`config.mk`:
```
export PLATFORM = sky130hd
export DESIGN_NAME = inter_arb_flat
export DESIGN_NICKNAME = d
export VERILOG_FILES = /design/src/rtl/inter_arb_if.sv /design/src/rtl/inter_arb.sv /design/src/flat_wrapper.sv
export SDC_FILE = /design/constraint.sdc
export NUM_CORES = 1
export LEC_CHECK = 0
export ABC_AREA = 1
export BUFFER_PORTS_ARGS = -buffer_cell sky130_fd_sc_hd__buf_2
export CORE_MARGIN = 4
export CORE_UTILIZATION = 50
export CTS_CLUSTER_SIZE = 8
export DETAILED_ROUTE_END_ITERATION = 10
export GPL_ROUTABILITY_DRIVEN = 0
export GPL_TIMING_DRIVEN = 0
export PLACE_DENSITY = 0.75
export SLEW_MARGIN = 20
export SYNTH_ARGS = -nofsm -noshare
export SYNTH_HDL_FRONTEND = slang
export SYNTH_SLANG_ARGS = --single-unit
```
`constraint.sdc`:
```
create_clock -name clk -period 2.3 [get_ports clk]
set_input_delay 0.23 -clock clk [delete_from_list [all_inputs] [get_ports clk]]
set_output_delay 0.23 -clock clk [all_outputs]
set_load 0.005 [all_outputs]
```
`src/rtl/inter_arb_if.sv`:
```
// Request/transfer bundle for the inter_arb multi-master to multi-slave arbiter.
// The master modport is the environment side (requesting masters plus slave
// ready lines); the slave modport is the arbiter's own view of the same wires.
//
// Handshake rules:
//   in_valid[i] is a one-cycle strobe. It is accepted when busy_master[i]=0, or
//   in the cycle the master's pending request completes. Otherwise it is ignored.
//   valid_slave[s] and the payload stay stable until ready_slave[s] is sampled
//   high while valid is high. The following cycle carries a one-cycle
//   handshake_slave[s] pulse.
interface inter_arb_if #(
    parameter int N_MST  = 4,
    parameter int N_SLV  = 4,
    parameter int ADDR_W = 3,
    parameter int VAL_W  = 3
);
    localparam int SEL_W = $clog2(N_SLV);
    localparam int DW    = SEL_W + ADDR_W + VAL_W;

    logic [N_MST-1:0]    in_valid;
    logic [N_MST*DW-1:0] data_in;
    logic [N_SLV-1:0]    ready_slave;
    logic [N_SLV-1:0]    valid_slave;
    logic [ADDR_W-1:0]   addr_out;
    logic [VAL_W-1:0]    value_out;
    logic [N_SLV-1:0]    handshake_slave;
    logic [N_MST-1:0]    busy_master;

    modport master (
        output in_valid, data_in, ready_slave,
        input  valid_slave, addr_out, value_out, handshake_slave, busy_master
    );

    modport slave (
        input  in_valid, data_in, ready_slave,
        output valid_slave, addr_out, value_out, handshake_slave, busy_master
    );
endinterface

```
`src/rtl/inter_arb.sv`:
```
// inter_arb: each master has a one-entry request buffer. A three-state FSM
// (IDLE/SEND/HS) forwards one buffered request at a time to the slave that the
// request selects.
// Optional macro INTER_ARB_ROUND_ROBIN_EN selects round-robin arbitration.
// Without it, fixed priority is used and the highest pending index wins.
module inter_arb #(
    parameter int N_MST  = 4,
    parameter int N_SLV  = 4,
    parameter int ADDR_W = 3,
    parameter int VAL_W  = 3
) (
    input  logic        clk,
    input  logic        rst,
    inter_arb_if.slave  bus,
    output logic [1:0]  state_dbg
);
    localparam int SEL_W = $clog2(N_SLV);
    localparam int DW    = SEL_W + ADDR_W + VAL_W;
    localparam int MW    = (N_MST > 1) ? $clog2(N_MST) : 1;

    typedef enum logic [1:0] {
        IDLE = 2'd0,
        SEND = 2'd1,
        HS   = 2'd2
    } state_t;

    state_t           state;
    state_t           state_nx;
    logic [N_MST-1:0] pend;
    logic [DW-1:0]    buf_q [N_MST];
    logic [MW-1:0]    grant_idx;
    logic [MW-1:0]    grant_q;
    logic [SEL_W-1:0] sel_q;
    logic [SEL_W-1:0] new_sel;
    logic             any_pend;
    logic             load;
    logic             complete;
`ifdef INTER_ARB_ROUND_ROBIN_EN
    logic [MW-1:0]    rr_ptr;
`endif

    assign any_pend        = |pend;
    assign new_sel         = buf_q[grant_idx][DW-1 -: SEL_W];
    assign bus.busy_master = pend;
    assign state_dbg       = state;

    // Choose the winning master from the registered pending set only.
    always_comb begin
`ifdef INTER_ARB_ROUND_ROBIN_EN
        logic [MW-1:0] idx;
        grant_idx = '0;
        idx       = '0;
        // Walk backwards so the candidate nearest rr_ptr+1 is written last.
        for (int k = N_MST; k >= 1; k--) begin
            idx = MW'((int'(rr_ptr) + k) % N_MST);
            if (pend[idx]) grant_idx = idx;
        end
`else
        grant_idx = '0;
        for (int i = 0; i < N_MST; i++) begin
            if (pend[i]) grant_idx = MW'(i);
        end
`endif
    end

    // Next-state and control strobes of the transfer FSM.
    always_comb begin
        state_nx = state;
        load     = 1'b0;
        complete = 1'b0;
        case (state)
            IDLE: begin
                if (any_pend) begin
                    load     = 1'b1;
                    state_nx = SEND;
                end
            end
            SEND: begin
                if (bus.ready_slave[sel_q] && bus.valid_slave[sel_q]) begin
                    complete = 1'b1;
                    state_nx = HS;
                end
            end
            HS: begin
                if (any_pend) begin
                    load     = 1'b1;
                    state_nx = SEND;
                end else begin
                    state_nx = IDLE;
                end
            end
            default: state_nx = IDLE;
        endcase
    end

    // FSM state register.
    always_ff @(posedge clk) begin
        if (rst) state <= IDLE;
        else     state <= state_nx;
    end

    // Registered slave-side outputs and the current grant.
    always_ff @(posedge clk) begin
        if (rst) begin
            bus.valid_slave     <= '0;
            bus.handshake_slave <= '0;
            bus.addr_out        <= '0;
            bus.value_out       <= '0;
            sel_q               <= '0;
            grant_q             <= '0;
        end else begin
            bus.handshake_slave <= '0;
            if (complete) begin
                bus.valid_slave     <= '0;
                bus.handshake_slave <= N_SLV'(1) << sel_q;
                bus.addr_out        <= '0;
                bus.value_out       <= '0;
            end else if (load) begin
                bus.valid_slave <= N_SLV'(1) << new_sel;
                bus.addr_out    <= buf_q[grant_idx][VAL_W +: ADDR_W];
                bus.value_out   <= buf_q[grant_idx][0 +: VAL_W];
                sel_q           <= new_sel;
                grant_q         <= grant_idx;
            end
        end
    end

    // Per-master request buffers. A new strobe in the completing cycle refills the slot.
    always_ff @(posedge clk) begin
        if (rst) begin
            pend <= '0;
            for (int i = 0; i < N_MST; i++) buf_q[i] <= '0;
        end else begin
            for (int i = 0; i < N_MST; i++) begin
                if (bus.in_valid[i] && (!pend[i] || (complete && grant_q == MW'(i)))) begin
                    pend[i]  <= 1'b1;
                    buf_q[i] <= bus.data_in[i*DW +: DW];
                end else if (complete && grant_q == MW'(i)) begin
                    pend[i] <= 1'b0;
                end
            end
        end
    end

`ifdef INTER_ARB_ROUND_ROBIN_EN
    // Round-robin pointer remembers the most recent grant.
    always_ff @(posedge clk) begin
        if (rst)       rr_ptr <= MW'(N_MST - 1);
        else if (load) rr_ptr <= grant_idx;
    end
`endif
endmodule

```
`src/flat_wrapper.sv`:
```
// flat-port wrapper written by rule: the top's interface ports become plain ports
module inter_arb_flat 
#(
    parameter int N_MST  = 4,
    parameter int N_SLV  = 4,
    parameter int ADDR_W = 3,
    parameter int VAL_W  = 3
)
  (clk, rst, state_dbg, bus_in_valid, bus_data_in, bus_ready_slave, bus_valid_slave, bus_addr_out, bus_value_out, bus_handshake_slave, bus_busy_master);
  inter_arb_if #(.N_MST(N_MST), .N_SLV(N_SLV), .ADDR_W(ADDR_W), .VAL_W(VAL_W)) bus_i ();
  input  logic clk;
  input  logic rst;
  output logic [1:0] state_dbg;
  input wire logic [$bits(bus_i.in_valid)-1:0] bus_in_valid;
  input wire logic [$bits(bus_i.data_in)-1:0] bus_data_in;
  input wire logic [$bits(bus_i.ready_slave)-1:0] bus_ready_slave;
  output wire logic [$bits(bus_i.valid_slave)-1:0] bus_valid_slave;
  output wire logic [$bits(bus_i.addr_out)-1:0] bus_addr_out;
  output wire logic [$bits(bus_i.value_out)-1:0] bus_value_out;
  output wire logic [$bits(bus_i.handshake_slave)-1:0] bus_handshake_slave;
  output wire logic [$bits(bus_i.busy_master)-1:0] bus_busy_master;
  assign bus_i.in_valid = bus_in_valid;
  assign bus_i.data_in = bus_data_in;
  assign bus_i.ready_slave = bus_ready_slave;
  assign bus_valid_slave = bus_i.valid_slave;
  assign bus_addr_out = bus_i.addr_out;
  assign bus_value_out = bus_i.value_out;
  assign bus_handshake_slave = bus_i.handshake_slave;
  assign bus_busy_master = bus_i.busy_master;
  inter_arb #(.N_MST(N_MST), .N_SLV(N_SLV), .ADDR_W(ADDR_W), .VAL_W(VAL_W)) u_core (.clk(clk), .rst(rst), .bus(bus_i), .state_dbg(state_dbg));
endmodule
```
==> results.json, run 1 <==
{
  "status": "finished, final reports clean",
  "critPathKind": "flop to flop",
  "drt_first_pass_iters": 4,
  "ir_worst_vdd_mv": 0.372,
  "num-fill-cells": 452,
  "avgSynthCellArea_um2": 8.64,
  "grt_overflow": 0,
  "die_w_um": 79.4,
  "cts_tree": "yes",
  "grt_pass1_vias": 1870,
  "cts_root_buffer": "clkbuf_8",
  "min_path_type": "input port to flop",
  "dp.cells": 422,
  "synth_seq_area_share_pct": 56.5,
  "area_growth_pct": 18.3,
  "fin_skew_ps": 7.00,
  "fin_tns_setup_ps": 0,
  "vias": 2049,
  "synth-edff-count": 32,
  "fin_crit_ps": 1730,
  "core_area_um2": 4820,
  "cts_resized": 0,
  "path_clk_slew_ps": 90,
  "regArea_um2": 1440,
  "antenna_found_initial": 0,
  "dpl.hpwl_um": 4110,
  "num_rows": 25,
  "power.density_nw_per_um2": 709,
  "detail_route.iter0.violations": 103,
  "worst_pin_slew_ps": 364,
  "cts-hold-fix-buffers": 0,
  "syn_nets": 337,
  "drv_slew": 0,
  "grt_max_degree": 17,
  "synth_cell_types": 22,
  "synth-async-reset-ratio_pct": 0,
  "layout-drive-gt1-share_pct": 27.8,
  "remaining_drc_errors": 0,
  "cp_max_fo": 8,
  "num_antenna_cells": 0,
  "clkSinkCount": 56,
  "ys.flop_type": "edfxtp_1",
  "cts_setup_buffers": 0,
  "cp_data_required_time_ps": 2280,
  "grt_usage_pct": 17.5,
  "startpoint_type": "flop",
  "cap_violations": 0,
  "clock.fmax_mhz": 578,
  "p_leak_nw": 1.53,
  "slew_headroom_pct": 75.6,
  "multi_input_area_um2": 865,
  "cts_made_buffers": 5,
  "detail-route-antenna-nets": 0,
  "cts.path.max_buffers": 2,
  "nets": 404,
  "grt_setup_unrepaired": "false",
  "postSynthCellCount": 295,
  "start_util_pct": 52.9,
  "grt_pass1_wl_um": 8540,
  "ys_warn_count": 0,
  "routed_wl_um": 5360,
  "critPathCaptureType": "flop",
  "finalSetupViolCount": 0,
  "final_cells": 430,
  "avgRoutedWirePerCell_um": 12.5,
  "ys_seq_elements": 56,
  "hold_viol_final": 0,
  "syn-cell-area_um2": 2550,
  "port_buffers": 60,
  "htree_levels": 2,
  "cp.arrival_ps": 1710,
  "die-area_um2": 6310,
  "io_pins": 62,
  "vias_per_cell": 4.77,
  "die_y_um": 79.4,
  "timing.final.crit_share_pct": 75.2,
  "worstSkewPairLatency_ps": 310
}
==> through the flow <==
step	util [%]	setup WS, ps	hold slack, ps	power (W)	area (um^2)
detailed placement	60.9	565	467	0.00163	2930
CTS	62.6	538	189	0.00215	3020
global route	62.6	392	195	0.00225	3020
finish	62.6	571	192	0.00214	3020
floorplan	-	838	364	0.00149	2550
global placement	60.9	617	461	0.00162	2930
==> where the power goes <==
group / internal (W) / switching [W] / leakage [nW]
combinational: 0.000158 / 0.000250 / 0.941
sequential: 0.00115 / 0.0000482 / 0.543
clock: 0.000219 / 0.000308 / 0.0452
total: 0.00153 / 0.000606 / 1.53
==> routing by layer <==
metal  part of all wire (%)  up-vias  GRT usage (%)  wire length [um]
li1                       -     1055              -                 -
met1                     43      929           22.7              2320
met2                     50       60           30.3              2690
met3                    5.9        5           3.16               314
met4                   0.60        0           4.64                32
met5                      0        -              0                 0
==> state kept, by name, indices dropped and copies added (netlist names) <==
signal	count
u_core.bus.addr_out	3
u_core.bus.handshake_slave	4
u_core.grant_q	2
u_core.bus.busy_master	4
u_core.bus.value_out	3
u_core.sel_q	2
u_core.state_dbg	2
u_core.bus.valid_slave	4
u_core.buf_q	32
==> critical path, cell delays in order, from the launching register on <==
cell and delay [ps]:
dfxtp_1 440, inv_2 80, nand2_1 90, nand3_2 90, nand2_2 110, nand3_1 110
nand2_2 130, nand2_1 60, nand2_1 280
==> cell families (layout without fill, tap and decap cells) <==
group	count (synthesis)	after routing	synth area share, %
compound gates	31	31	6.82
buf+inv	60	128	9.57
flops	56	56	56.5
simple gates	148	148	27.1
==> final cells by class <==
type                    instances  area share, %
repair buffers                 60           9.95
well taps                      67           2.78
multi-input cells             179           28.7
inverters                      55           6.84
plain buffers                   5           1.24
clock buffers                   7           2.57
clock inverters                 1          0.166
flip-flops and latches         56           47.8
==> cell usage after synthesis, types with 5 or more instances <==
cell	count	area share [%]
nor2_1	59	8.7
nand2_1	55	8.1
inv_1	50	7.4
edfxtp_1	32	38
dfxtp_1	24	19
a21oi_1	14	2.7
o21ai_0	8	1.6
nand3_1	7	1.4
nand2_2	6	1.5
or2_2	6	1.5
inv_2	5	0.74
==> cell usage in the layout (no fill, tap or decap), drive strengths merged <==
master   n
buf     65
nor2    63
nand2   63
inv     55
edfxtp  32
dfxtp   24
a21oi   15
nand3   12
o21ai    8
clkbuf   7
or2      6
o211ai   4
o22ai    4
nor3     4
clkinv   1
==> path summary, 6_finish.rpt <==
path / start / endpoint / slack, ps / cells past startpoint
worst max-delay path: u_core.sel_q[0]$_SDFFE_PP0P_ / u_core.buf_q[0][5]$_SDFFCE_PN0P_ / 570 / 8
worst min-delay path: bus_in_valid[3] / u_core.bus.busy_master[3]$_SDFFE_PP0P_ / 190 / 3
worst max register to register: u_core.sel_q[0]$_SDFFE_PP0P_ / u_core.buf_q[0][5]$_SDFFCE_PN0P_ / 570 / 8
worst min register to register: u_core.bus.valid_slave[2]$_SDFFE_PP0P_ / u_core.bus.valid_slave[2]$_SDFFE_PP0P_ / 480 / 2
No activity file was read; power rests on OpenSTA's default activity.
==> run 2: changes to the inputs <==
- CORE_UTILIZATION: 50 -> 48
- PLACE_DENSITY: 0.75 -> 0.76
- clock period: 2.3 -> 1.5 ns (I/O delays scaled with it)
==> results.json, run 2 (synthesized netlist as in run 1, its figures left out) <==
{
  "detail_route.iter0.violations": 116,
  "hp-start": "bus_in_valid[3]",
  "detail-route-antenna-nets": 0,
  "io_pins": 62,
  "regMostFlops": "u_core.buf_q",
  "drv_slew": 0,
  "antenna_found_initial": 0,
  "hold_viol_final": 0,
  "grt_max_degree": 19,
  "hold-path-endpoint": "u_core.bus.busy_master[3]$_SDFFE_PP0P_",
  "min_path_type": "input port to flop",
  "fin_skew_ps": 8.82,
  "p_leak_nw": 1.58,
  "critical_path.cell_chain": "inv_4, nand2_2, nand3_4, nand2_4, nand3_1, nand2_2, nand2_1, nand2_4",
  "startpoint_type": "flop",
  "vias_per_cell": 4.63,
  "critical-path-top-delay-family": "simple AND/OR/NAND/NOR gates",
  "slew_headroom_pct": 72.0,
  "r2r_cells": 8,
  "critPathSlowestCell": "dfxtp_4",
  "num_antenna_cells": 0,
  "grt_overflow": 0,
  "layout-drive-gt1-share_pct": 35.7,
  "fin_tns_setup_ps": 0,
  "dpl.hpwl_um": 4170,
  "area_growth_pct": 25.8,
  "final_common_cell": "buf_2",
  "core_area_um2": 5140,
  "finalSetupViolCount": 0,
  "cts_made_buffers": 5,
  "fin_crit_ps": 1440,
  "power_w": 0.00342,
  "die_w_um": 80.9,
  "clkSinkCount": 56,
  "cts_tree": "yes",
  "port_buffers": 60,
  "grt_pass1_wl_um": 8890,
  "status": "finished, final reports clean",
  "cp.buffers_inverters": 1,
  "max_stage_delay_ps": 400,
  "worst_pin_slew_ps": 420,
  "cp.arrival_ps": 1470,
  "htree_levels": 2,
  "grt_usage_pct": 17.8,
  "reg2reg_slack_ps": 60,
  "cts_root_buffer": "clkbuf_8",
  "remaining_drc_errors": 0,
  "rr_startpoint": "u_core.sel_q[0]$_SDFFE_PP0P_",
  "clock.fmax_mhz": 696,
  "worstHoldPathCells": 3,
  "critPathKind": "flop to flop",
  "power.density_nw_per_um2": 1070,
  "die-area_um2": 6540,
  "cts.path.max_buffers": 2,
  "num_rows": 26,
  "path_clk_slew_ps": 100,
  "worstSkewPairLatency_ps": 320,
  "drt_first_pass_iters": 4,
  "nets": 411,
  "cp_data_required_time_ps": 1530,
  "start_util_pct": 49.6,
  "ir_worst_vdd_mv": 0.633,
  "routed_wl_um": 5480,
  "num-fill-cells": 474,
  "grt_pass1_vias": 1986,
  "largest_reg_flops": 32,
  "cp_max_fo": 8,
  "final_cell_mix": "buf_2, nor2_1, nand2_1, inv_1, edfxtp_1",
  "critPathCaptureType": "flop",
  "cap_violations": 0,
  "timing.final.crit_share_pct": 95.8,
  "avgRoutedWirePerCell_um": 12.4,
  "die_y_um": 80.9,
  "vias": 2036,
  "reg2reg_to": "u_core.buf_q[3][1]$_SDFFCE_PN0P_"
}
-- run 2: layout make-up --
class	instances	area [um^2]	share of cell area [%]
flip-flops and latches	56	1450	45.2
clock inverters	3	23.8	0.741
multi-input cells	179	967	30.1
inverters	55	209	6.51
repair buffers	67	357	11.1
plain buffers	5	43.8	1.37
well taps	70	87.6	2.73
clock buffers	5	68.8	2.15
-- run 2: metal layers --
metal / vias up / GRT usage, % / share of wire [%]
met2: 50 / 31.5 / 50
met4: 0 / 5.57 / 1.5
met1: 910 / 21.4 / 43
li1: 1067 / - / -
met5: - / 0 / 0
met3: 9 / 3.99 / 6.0
-- run 2: worst max-delay path by stage --
stage	from	slack [ps]	end	cells after the start
final	u_core.sel_q[0]$_SDFFE_PP0P_	60	u_core.buf_q[3][1]$_SDFFCE_PN0P_	8
after CTS	u_core.sel_q[0]$_SDFFE_PP0P_	6	u_core.buf_q[3][3]$_SDFFCE_PN0P_	8
after global routing	u_core.bus.busy_master[1]$_SDFFE_PP0P_	-10	u_core.bus.valid_slave[1]$_SDFFE_PP0P_	9
after floorplan	u_core.sel_q[0]$_SDFFE_PP0P_	40	u_core.buf_q[3][0]$_SDFFCE_PN0P_	8
after detailed placement	u_core.sel_q[0]$_SDFFE_PP0P_	-230	u_core.buf_q[0][1]$_SDFFCE_PN0P_	8
after global placement	u_core.sel_q[0]$_SDFFE_PP0P_	-190	u_core.buf_q[1][0]$_SDFFCE_PN0P_	8
-- run 2: repair_timing --
item / in CTS / in global routing
hold endpoints to repair: 0 / 0
pin swaps: 2 / 9
setup buffers: 2 / 5
hold buffers: 0 / 0
gates resized for setup: 11 / 29
endpoints found under the setup margin: 34 / 55
-- run 2: power by group --
part	switching, W	leakage, nW	internal [W]
registers	0.0000799	0.545	0.00177
logic	0.000426	0.993	0.000295
clock network	0.000519	0.0404	0.000332
total	0.00102	1.58	0.00240
-- run 2: tightest hold or removal path, cell delays in order --
cell and delay [ps]:
buf_2 120, inv_1 50, a21oi_1 50
-- run 2: metrics by stage --
| step | instance area, um^2 | hold WS [ps] | setup slack (ps) | util (%) | cells |
|---|---|---|---|---|---|
| after floorplan | 2550 | 284 | 37.8 | - | 295 |
| after global placement | 2940 | 432 | -190 | 57.2 | 425 |
| final | 3210 | 90.5 | 62.5 | 62.4 | 440 |
| after detailed placement | 2940 | 434 | -232 | 57.2 | 425 |
| after global routing | 3210 | 104 | -13.9 | 62.4 | 440 |
| after CTS | 3080 | 98.0 | 6.07 | 60.0 | 435 |
